$ cat config.mk
export PLATFORM = sky130hd
export DESIGN_NAME = led_phase_sequencer
export DESIGN_NICKNAME = d
export VERILOG_FILES = /design/src/rtl/led_seq_pkg.sv /design/src/rtl/led_phase_sequencer_debounce.sv /design/src/rtl/led_phase_sequencer.sv
export SDC_FILE = /design/constraint.sdc
export NUM_CORES = 1
export LEC_CHECK = 0
export CORE_ASPECT_RATIO = 0.6
export CORE_MARGIN = 2
export CORE_UTILIZATION = 25
export CTS_BUF_LIST = sky130_fd_sc_hd__clkbuf_8
export CTS_CLUSTER_SIZE = 28
export DETAILED_ROUTE_END_ITERATION = 10
export GPL_ROUTABILITY_DRIVEN = 0
export PLACE_DENSITY_LB_ADDON = 0.05
export SYNTH_ARGS = -nofsm -noshare
export SYNTH_HDL_FRONTEND = slang
export SYNTH_SLANG_ARGS = --single-unit
$ cat constraint.sdc
create_clock -name clk -period 1.62 [get_ports clk]
set_input_delay 0.324 -clock clk [delete_from_list [all_inputs] [get_ports clk]]
set_output_delay 0.324 -clock clk [all_outputs]
set_load 0.1 [all_outputs]
$ cat src/rtl/led_seq_pkg.sv
// rtl/led_seq_pkg.sv - shared state encoding and colour constants for the LED phase sequencer
package led_seq_pkg;

  typedef enum logic [1:0] {
    IDLE = 2'd0,
    RUN  = 2'd1,
    HOLD = 2'd2
  } state_t;

  // Active-low RGB: a 0 bit lights that colour.
  localparam logic [2:0] RED   = 3'b110;
  localparam logic [2:0] BLUE  = 3'b011;
  localparam logic [2:0] GREEN = 3'b101;
  localparam logic [2:0] OFF   = 3'b111;

  function automatic int width_of(input int count);
    return (count > 1) ? $clog2(count) : 1;
  endfunction

endpackage

$ cat src/rtl/led_phase_sequencer_debounce.sv
// rtl/led_phase_sequencer_debounce.sv - button synchroniser, counter debouncer and press pulse
module button_debounce
  import led_seq_pkg::*;
#(
  parameter int DEBOUNCE_CYCLES = 270000
) (
  input  logic clk,
  input  logic rst,
  input  logic btn_n,
  output logic level,
  output logic press
);

  localparam int CW = width_of(DEBOUNCE_CYCLES);
  localparam logic [CW-1:0] CNT_LAST = CW'(DEBOUNCE_CYCLES - 1);

  logic          sync1;
  logic          sync2;
  logic          level_q;
  logic [CW-1:0] cnt;
  logic [1:0]    fill;
  logic          armed;

  // Presses are only honoured once a real synchronised sample has shown the
  // button released, so a button held through reset cannot fire on its own.
  always_ff @(posedge clk) begin
    if (rst) begin
      sync1   <= 1'b1;
      sync2   <= 1'b1;
      level   <= 1'b1;
      level_q <= 1'b1;
      cnt     <= '0;
      press   <= 1'b0;
      fill    <= 2'b00;
      armed   <= 1'b0;
    end else begin
      sync1   <= btn_n;
      sync2   <= sync1;
      level_q <= level;
      fill    <= {fill[0], 1'b1};
      armed   <= armed | (fill[1] & sync2);
      press   <= armed & level_q & ~level;
      if (sync2 == level) begin
        cnt <= '0;
      end else if (cnt == CNT_LAST) begin
        level <= sync2;
        cnt   <= '0;
      end else begin
        cnt <= cnt + 1'b1;
      end
    end
  end

endmodule

$ cat src/rtl/led_phase_sequencer.sv
// rtl/led_phase_sequencer.sv - steps an active-low RGB LED through programmable colour phases
module led_phase_sequencer
  import led_seq_pkg::*;
#(
  parameter int NUM_PHASES      = 3,
  parameter int LED_W           = 3,
  parameter int PHASE_CYCLES    = 30000000,
  parameter int DEBOUNCE_CYCLES = 270000,
  parameter logic [NUM_PHASES*LED_W-1:0] PATTERNS = {GREEN, BLUE, RED}
) (
  input  logic                                clk,
  input  logic                                rst,
  input  logic                                button_start_n,
  input  logic                                button_stop_n,
  input  logic                                one_shot,
  output logic [LED_W-1:0]                    led,
  output logic [width_of(NUM_PHASES)-1:0]     phase,
  output logic                                running
);

  localparam int PW  = width_of(NUM_PHASES);
  localparam int CTW = width_of(PHASE_CYCLES);
  localparam logic [PW-1:0]  PH_LAST  = PW'(NUM_PHASES - 1);
  localparam logic [CTW-1:0] CNT_LAST = CTW'(PHASE_CYCLES - 1);

  if (NUM_PHASES < 1) begin : g_bad_num_phases
    $fatal(1, "NUM_PHASES must be at least 1");
  end
  if (PHASE_CYCLES < 1) begin : g_bad_phase_cycles
    $fatal(1, "PHASE_CYCLES must be at least 1");
  end
  if (DEBOUNCE_CYCLES < 1) begin : g_bad_debounce_cycles
    $fatal(1, "DEBOUNCE_CYCLES must be at least 1");
  end
  if ($bits(PATTERNS) != NUM_PHASES * LED_W) begin : g_bad_patterns
    $fatal(1, "PATTERNS width must be NUM_PHASES*LED_W");
  end

  function automatic logic [LED_W-1:0] pattern(input logic [PW-1:0] idx);
    return PATTERNS[int'(idx)*LED_W +: LED_W];
  endfunction

  logic start_level;
  logic start_press;
  logic stop_level;
  logic stop_press;
  logic unused_levels;

  button_debounce #(.DEBOUNCE_CYCLES(DEBOUNCE_CYCLES)) u_start (
    .clk   (clk),
    .rst   (rst),
    .btn_n (button_start_n),
    .level (start_level),
    .press (start_press)
  );

  button_debounce #(.DEBOUNCE_CYCLES(DEBOUNCE_CYCLES)) u_stop (
    .clk   (clk),
    .rst   (rst),
    .btn_n (button_stop_n),
    .level (stop_level),
    .press (stop_press)
  );

  assign unused_levels = start_level ^ stop_level;

  state_t           state;
  state_t           state_n;
  logic [CTW-1:0]   cnt;
  logic [CTW-1:0]   cnt_n;
  logic [PW-1:0]    phase_n;
  logic [LED_W-1:0] led_n;
  logic             running_n;

  always_ff @(posedge clk) begin
    if (rst) begin
      state   <= IDLE;
      cnt     <= '0;
      phase   <= '0;
      led     <= '1;
      running <= 1'b0;
    end else begin
      state   <= state_n;
      cnt     <= cnt_n;
      phase   <= phase_n;
      led     <= led_n;
      running <= running_n;
    end
  end

  // Outputs are computed alongside the next state so they change on the
  // same edge as the transition; stop always beats a coincident start.
  always_comb begin
    state_n   = state;
    cnt_n     = cnt;
    phase_n   = phase;
    led_n     = led;
    running_n = running;
    if (stop_press) begin
      state_n   = IDLE;
      cnt_n     = '0;
      phase_n   = '0;
      led_n     = '1;
      running_n = 1'b0;
    end else if (start_press) begin
      state_n   = RUN;
      cnt_n     = '0;
      phase_n   = '0;
      led_n     = pattern('0);
      running_n = 1'b1;
    end else begin
      case (state)
        RUN: begin
          if (cnt == CNT_LAST) begin
            cnt_n = '0;
            if (phase != PH_LAST) begin
              phase_n = phase + 1'b1;
              led_n   = pattern(phase_n);
            end else if (!one_shot) begin
              phase_n = '0;
              led_n   = pattern('0);
            end else begin
              state_n   = HOLD;
              running_n = 1'b0;
            end
          end else begin
            cnt_n = cnt + 1'b1;
          end
        end
        HOLD: begin
          cnt_n = '0;
        end
        default: begin
          state_n   = IDLE;
          cnt_n     = '0;
          phase_n   = '0;
          led_n     = '1;
          running_n = 1'b0;
        end
      endcase
    end
  end

endmodule
==> out/summary.txt, run 1 <==
CTS tree -> done
outcome -> complete, but fails checks
commonest non-fill, non-tap cells in the layout -> 70 x dfxtp_1, 65 x buf_4, 44 x nor2_1, 35 x xor2_1, 33 x nand2_1
Ports -> 11
DR iter-0 viols -> 110
Reg power frac -> 56.6%
Ant. Diodes -> 0
CTS sink cnt -> 84
top cells by area, synth -> dfxtp_1 46%, xor2_1 9.2%, nor2_1 8.2%, xnor2_1 5.1%, nand3_1 3.4%
core outline area -> 0.0143 sq mm
Avg WL per Cell -> 13.3 um
Synth cell types -> 43
switching power -> 0.000779 W
RSZ-0062 raised after global routing -> true
DP Wirelength -> 6180 um
Cells on Worst Hold Path -> 1
Worst Setup Start Kind -> register
CP required -> 1.85 ns
fmax -> 552 MHz
Peak VDD IR -> 0.355 mV
layout cells sized above 1 -> 37.8%
row count -> 34
Cells after Synth -> 402
Comb pwr share -> 2.0%
worst-skew pair later-pin latency -> 0.35 ns
P per Cell Area -> 683 mW/mm^2
first-pass GRT wire length -> 14200 um
RR Startpoint -> cnt[22]$_SDFF_PP0_
LEAKAGE -> 1.91 nW
clk slew on worst S/H paths -> 0.08 ns
#FFs+latches synth -> 84
critical path arrival -> 2.04 ns
CTS buffer count -> 9
pin count of the biggest net entering global routing -> 24
Worst Reg-to-Reg Cells -> 6
failing checks -> negative setup slack
mapped cell area -> 0.00363 sq mm
# H-tree levels -> 3
Worst Hold Class -> reg2reg
worst slew pin tran -> 0.382 ns
detailed-route DRC error count -> 0
initial antenna violation count -> 0
synthesized area per cell -> 9.04 sq um
I/O Buffers -> 10
Place WS -> -0.292 ns
Post-synth EDFFs -> 0
register area share after synthesis -> 46.3%
Initial Util -> 25.3%
NumNets Final -> 505
FFs w/ async S/R, synth -> 0%
detailed-router iteration count before antenna repair -> 4
reg-to-reg endpoint -> cnt[10]$_SDFF_PP0_
peak fanout along the critical path -> 6
sw frac -> 21.2%
period utilisation layout -> 112%
Final Max Tran Viols -> 0
Via density -> 4.20
worst setup margin -> -0.192 ns
Total Power -> 0.00367 W
Hold Crit Endpoint -> u_start.sync2$_SDFF_PP1_
internal power -> 0.00289 W
Total Routing Usage GR -> 11.6%
Synth Net Count -> 415
MaxCap Viol Count -> 0
synthesis-to-layout area growth -> 47.7%
clock network power share -> 41.4%
commonest non-fill, non-tap cell in the layout -> dfxtp_1
WS Path Type -> reg2reg
Syn. warnings -> 0
relative slew slack -> 74.3%
Main synth FF type -> dfxtp_1
HP Start -> u_start.sync1$_SDFF_PP1_
CTS Buffer Depth -> 2
Tmin final -> 1.81 ns
grt ovf -> 0
Finish-stage setup viols -> 50
ANT nets after route -> 0
crit end category -> register
Die Area -> 0.0155 sq mm
vias in the first global route -> 2784
cell taking the most area after synthesis -> dfxtp_1
die height -> 97.4 um
clk_skew -> 0.00875 ns
Worst R2R Setup Slack -> -0.19 ns
Synth top area share -> 46.3%
via count -> 2920
root cell of the clock tree -> clkbuf_8
die width -> 160 um
WL final -> 9250 um
Final Hold Vio Count -> 0
-- power by group through the flow --
stage          Sequential (W)  Combinational [W]  Clock [W]
6_report              0.00208          0.0000723    0.00152
5_1_grt               0.00208          0.0000775    0.00168
4_1_cts               0.00208          0.0000552    0.00158
3_5_place_dp          0.00213          0.0000543          0
3_3_place_gp          0.00213          0.0000538          0
2_1_floorplan         0.00212          0.0000268          0
-- kinds of logic after synthesis --
group / count (synthesis) / synth area share (%)
and+or+nand+nor: 214 / 30.5
DFF: 84 / 46.3
xor gates and xnor gates: 59 / 14.2
buffers and inverters: 20 / 2.72
AOI/OAI and AO/OA: 14 / 2.65
adders and majority gates: 8 / 2.76
muxes: 3 / 0.827
-- per-layer routing --
metal | global-route usage [%] | vias up | wire length, um
met5 | 0 | - | 0
met3 | 3.67 | 6 | 262
li1 | - | 1538 | -
met4 | 2.73 | 0 | 67
met1 | 18.8 | 1348 | 5610
met2 | 14.2 | 28 | 3320
-- synth_stat cells (all sizes together) (4+ instances only) --
| cell | number |
|---|---|
| dfxtp | 84 |
| nor2 | 79 |
| xor2 | 38 |
| nand2 | 33 |
| nand3 | 25 |
| xnor2 | 21 |
| nand4 | 19 |
| nor3 | 11 |
| inv | 10 |
| nor4 | 10 |
| ha | 8 |
| and3 | 7 |
| buf | 7 |
| or2 | 7 |
| and4 | 5 |
| a21oi | 4 |
-- critical path, stage by stage (launching register included) --
cell,delay [ns]
dfxtp_1,0.38
or4b_4,0.48
nor3_2,0.14
nand4_1,0.23
nand2b_4,0.23
clkbuf_16,0.20
nor2_4,0.03
-- area by class of cell --
| cell class | instances | area [sq um] |
|---|---|---|
| fill | 1465 | 8970 |
| multi-input combinational | 298 | 2280 |
| sequential | 84 | 1710 |
| timing repair buffer | 89 | 901 |
| tap | 198 | 248 |
| clock buffer | 11 | 151 |
| clock inverter | 5 | 45.0 |
| inverter | 10 | 37.5 |
-- what timing repair did --
action / 4_1_cts / 5_1_grt
gates cloned: 0 / 7
hold buffers: 0 / 0
setup endpoints to repair: 69 / 69
buffers inserted: 0 / 3
pin swaps: 9 / 41
gates resized for setup: 12 / 91
-- registers in the layout, summed over array words and instances (netlist names), 2 cells and up --
signal,cells
u_stop.cnt,19
cnt,25
phase,2
led,3
u_start.cnt,19
-- through the flow --
step	TNS, ns	utilization [%]	instance area (sq um)	hold WS [ns]	std cells
4_1_cts	-3.18	33.8	4840	0.423	685
3_3_place_gp	-9.26	31.9	4570	0.391	669
3_5_place_dp	-10.94	31.9	4570	0.402	669
5_1_grt	-8.78	37.4	5370	0.435	695
2_1_floorplan	-0.415	-	3690	0.389	402
6_report	-5.68	37.4	5370	0.418	695
-- how the worst max path moves through the flow --
| stage | from | end | slack (ns) | depth (start not counted) |
|---|---|---|---|---|
| finish | cnt[22]$_SDFF_PP0_ | cnt[10]$_SDFF_PP0_ | -0.19 | 6 |
| global route | cnt[10]$_SDFF_PP0_ | cnt[4]$_SDFF_PP0_ | -0.23 | 6 |
| CTS | cnt[10]$_SDFF_PP0_ | led[0]$_SDFFE_PP1P_ | -0.13 | 5 |
| detailed placement | rst | led[1]$_SDFFE_PP1P_ | -0.29 | 6 |
| global placement | rst | phase[1]$_SDFFE_PP0P_ | -0.25 | 6 |
| floorplan | cnt[10]$_SDFF_PP0_ | phase[0]$_SDFFE_PP0P_ | -0.05 | 5 |
(Power assumes the default switching activity.)
==> inputs of run 2 (changes only) <==
- CORE_MARGIN: 2 -> default
- SKIP_LAST_GASP: default -> 1
==> out/summary.txt, run 2 (synthesis gave the netlist of run 1 again) <==
outcome -> complete, but fails checks
failing checks -> negative setup slack
P per Cell Area -> 730 mW/mm^2
Worst Setup Start Kind -> register
worst slew pin tran -> 0.399 ns
Tmin final -> 1.76 ns
Finish-stage setup viols -> 49
CTS sink cnt -> 84
DR iter-0 viols -> 110
Worst Reg-to-Reg Cells -> 5
WS Path Type -> reg2reg
RSZ-0062 raised after global routing -> true
ANT nets after route -> 0
grt ovf -> 0
highest metal used -> met4
relative slew slack -> 73.3%
NumNets Final -> 506
cts hold-fix bufs -> 0
row count -> 33
detailed-router iteration count before antenna repair -> 4
Top Registers -> cnt (25), u_start.cnt (19), u_stop.cnt (19)
MaxCap Viol Count -> 0
die width -> 158 um
commonest non-fill, non-tap cell in the layout -> dfxtp_1
WL final -> 9200 um
routed wire length on met3 -> 321 um
clk_skew -> 0.0143 ns
Largest register FFs -> 25
critical path arrival -> 2.01 ns
Total Power -> 0.00386 W
Peak VDD IR -> 0.400 mV
worst setup margin -> -0.136 ns
HP Start -> u_start.sync1$_SDFF_PP1_
clk slew on worst S/H paths -> 0.10 ns
layout cells sized above 1 -> 35.5%
Worst R2R Setup Slack -> -0.14 ns
DR WL met2 -> 3310 um
DP Area -> 0.00454 sq mm
Ant. Diodes -> 0
Via density -> 4.31
Largest Register -> cnt
final instance area -> 0.00529 sq mm
commonest non-fill, non-tap cells in the layout -> 71 x dfxtp_1, 66 x buf_4, 49 x nor2_1, 37 x xor2_1, 32 x nand2_1
Total Routing Usage GR -> 12.6%
CTS tree -> done
final cell count without fillers -> 690
fmax -> 570 MHz
CP required -> 1.87 ns
CTS Buffer Depth -> 2
Die Area -> 0.0150 sq mm
worst-skew pair later-pin latency -> 0.36 ns
Final Max Tran Viols -> 0
met1 wire length -> 5470 um
Place WS -> -0.266 ns
detailed-route DRC error count -> 0
root cell of the clock tree -> clkbuf_8
period utilisation layout -> 108%
die height -> 95.4 um
via count -> 2973
pin count of the biggest net entering global routing -> 24
Initial Util -> 26.1%
Worst Hold Class -> reg2reg
setup TNS -> -5.10 ns
Final Hold Vio Count -> 0
reg-to-reg endpoint -> led[0]$_SDFFE_PP1P_
Ports -> 11
crit end category -> register
Avg WL per Cell -> 13.3 um
first-pass GRT wire length -> 14200 um
DP Wirelength -> 6190 um
peak fanout along the critical path -> 3
Inst Count DP -> 660
LEAKAGE -> 1.86 nW
Hold Crit Endpoint -> u_start.sync2$_SDFF_PP1_
core outline area -> 0.0139 sq mm
# H-tree levels -> 3
RR Startpoint -> cnt[10]$_SDFF_PP0_
synthesis-to-layout area growth -> 45.7%
initial antenna violation count -> 0
CTS buffer count -> 9
Cells on Worst Hold Path -> 1
vias in the first global route -> 2746
I/O Buffers -> 10
## run 2: cell types whose count changed in the layout (fill, tap and decap cells not counted), moves of 3 or more
cell / previous run / this run
nor2_1: 44 / 49
nor2_2: 11 / 8
inv_1: 14 / 10
dfxtp_2: 11 / 8
## run 2: timing repair
| item | CTS | global route |
|---|---|---|
| pin swaps | 10 | 38 |
| setup endpoints to repair | 68 | 69 |
| gates resized for setup | 13 | 67 |
| cloned | 0 | 9 |
| endpoints found under the hold margin | 0 | 0 |
| buffers inserted | 2 | 3 |
## run 2: report_power, final
group | total [W] | internal (W) | switching, W | leakage [nW]
Sequential | 0.00207 | 0.00207 | 0.00000689 | 0.687
Clock | 0.00171 | 0.000877 | 0.000832 | 0.110
Combinational | 0.0000811 | 0.0000438 | 0.0000372 | 1.07
## run 2: per-layer routing
layer	GRT usage, %	vias up
met3	4.09	9
met1	19.6	1377
met4	3.88	0
li1	-	1550
met5	0	-
met2	15.5	37
## run 2: layout make-up
type / count / area, sq um
clock buffers: 9 / 124
clock inverters: 7 / 98.8
fillers: 1449 / 8620
inverters: 10 / 37.5
multi-input cells: 298 / 2160
flip-flops and latches: 84 / 1710
well taps: 192 / 240
repair buffers: 90 / 922
## run 2: worst max path at each step
stage               slack [ns]  cells after the start               start               endpoint
floorplan                -0.05                      5  cnt[10]$_SDFF_PP0_  phase[0]$_SDFFE_PP0P_
global placement         -0.24                      7                 rst    led[2]$_SDFFE_PP1P_
detailed placement       -0.27                      6                 rst    led[1]$_SDFFE_PP1P_
CTS                      -0.15                      5  cnt[10]$_SDFF_PP0_    led[0]$_SDFFE_PP1P_
global route             -0.24                      5  cnt[10]$_SDFF_PP0_    led[0]$_SDFFE_PP1P_
finish                   -0.14                      5  cnt[10]$_SDFF_PP0_    led[0]$_SDFFE_PP1P_
## run 2: stage by stage
step	hold WS, ns	util, %
after detailed placement	0.395	32.7
after floorplan	0.389	-
final	0.419	38.0
after CTS	0.420	34.8
after global routing	0.450	38.0
after global placement	0.395	32.7
## run 2: worst max-delay path, cell delays in order, from the launching register on
cell and delay (ns):
dfxtp_2 0.34, or4b_4 0.55, nor4_4 0.18, and4_4 0.30
mux2i_1 0.19, a22oi_1 0.10
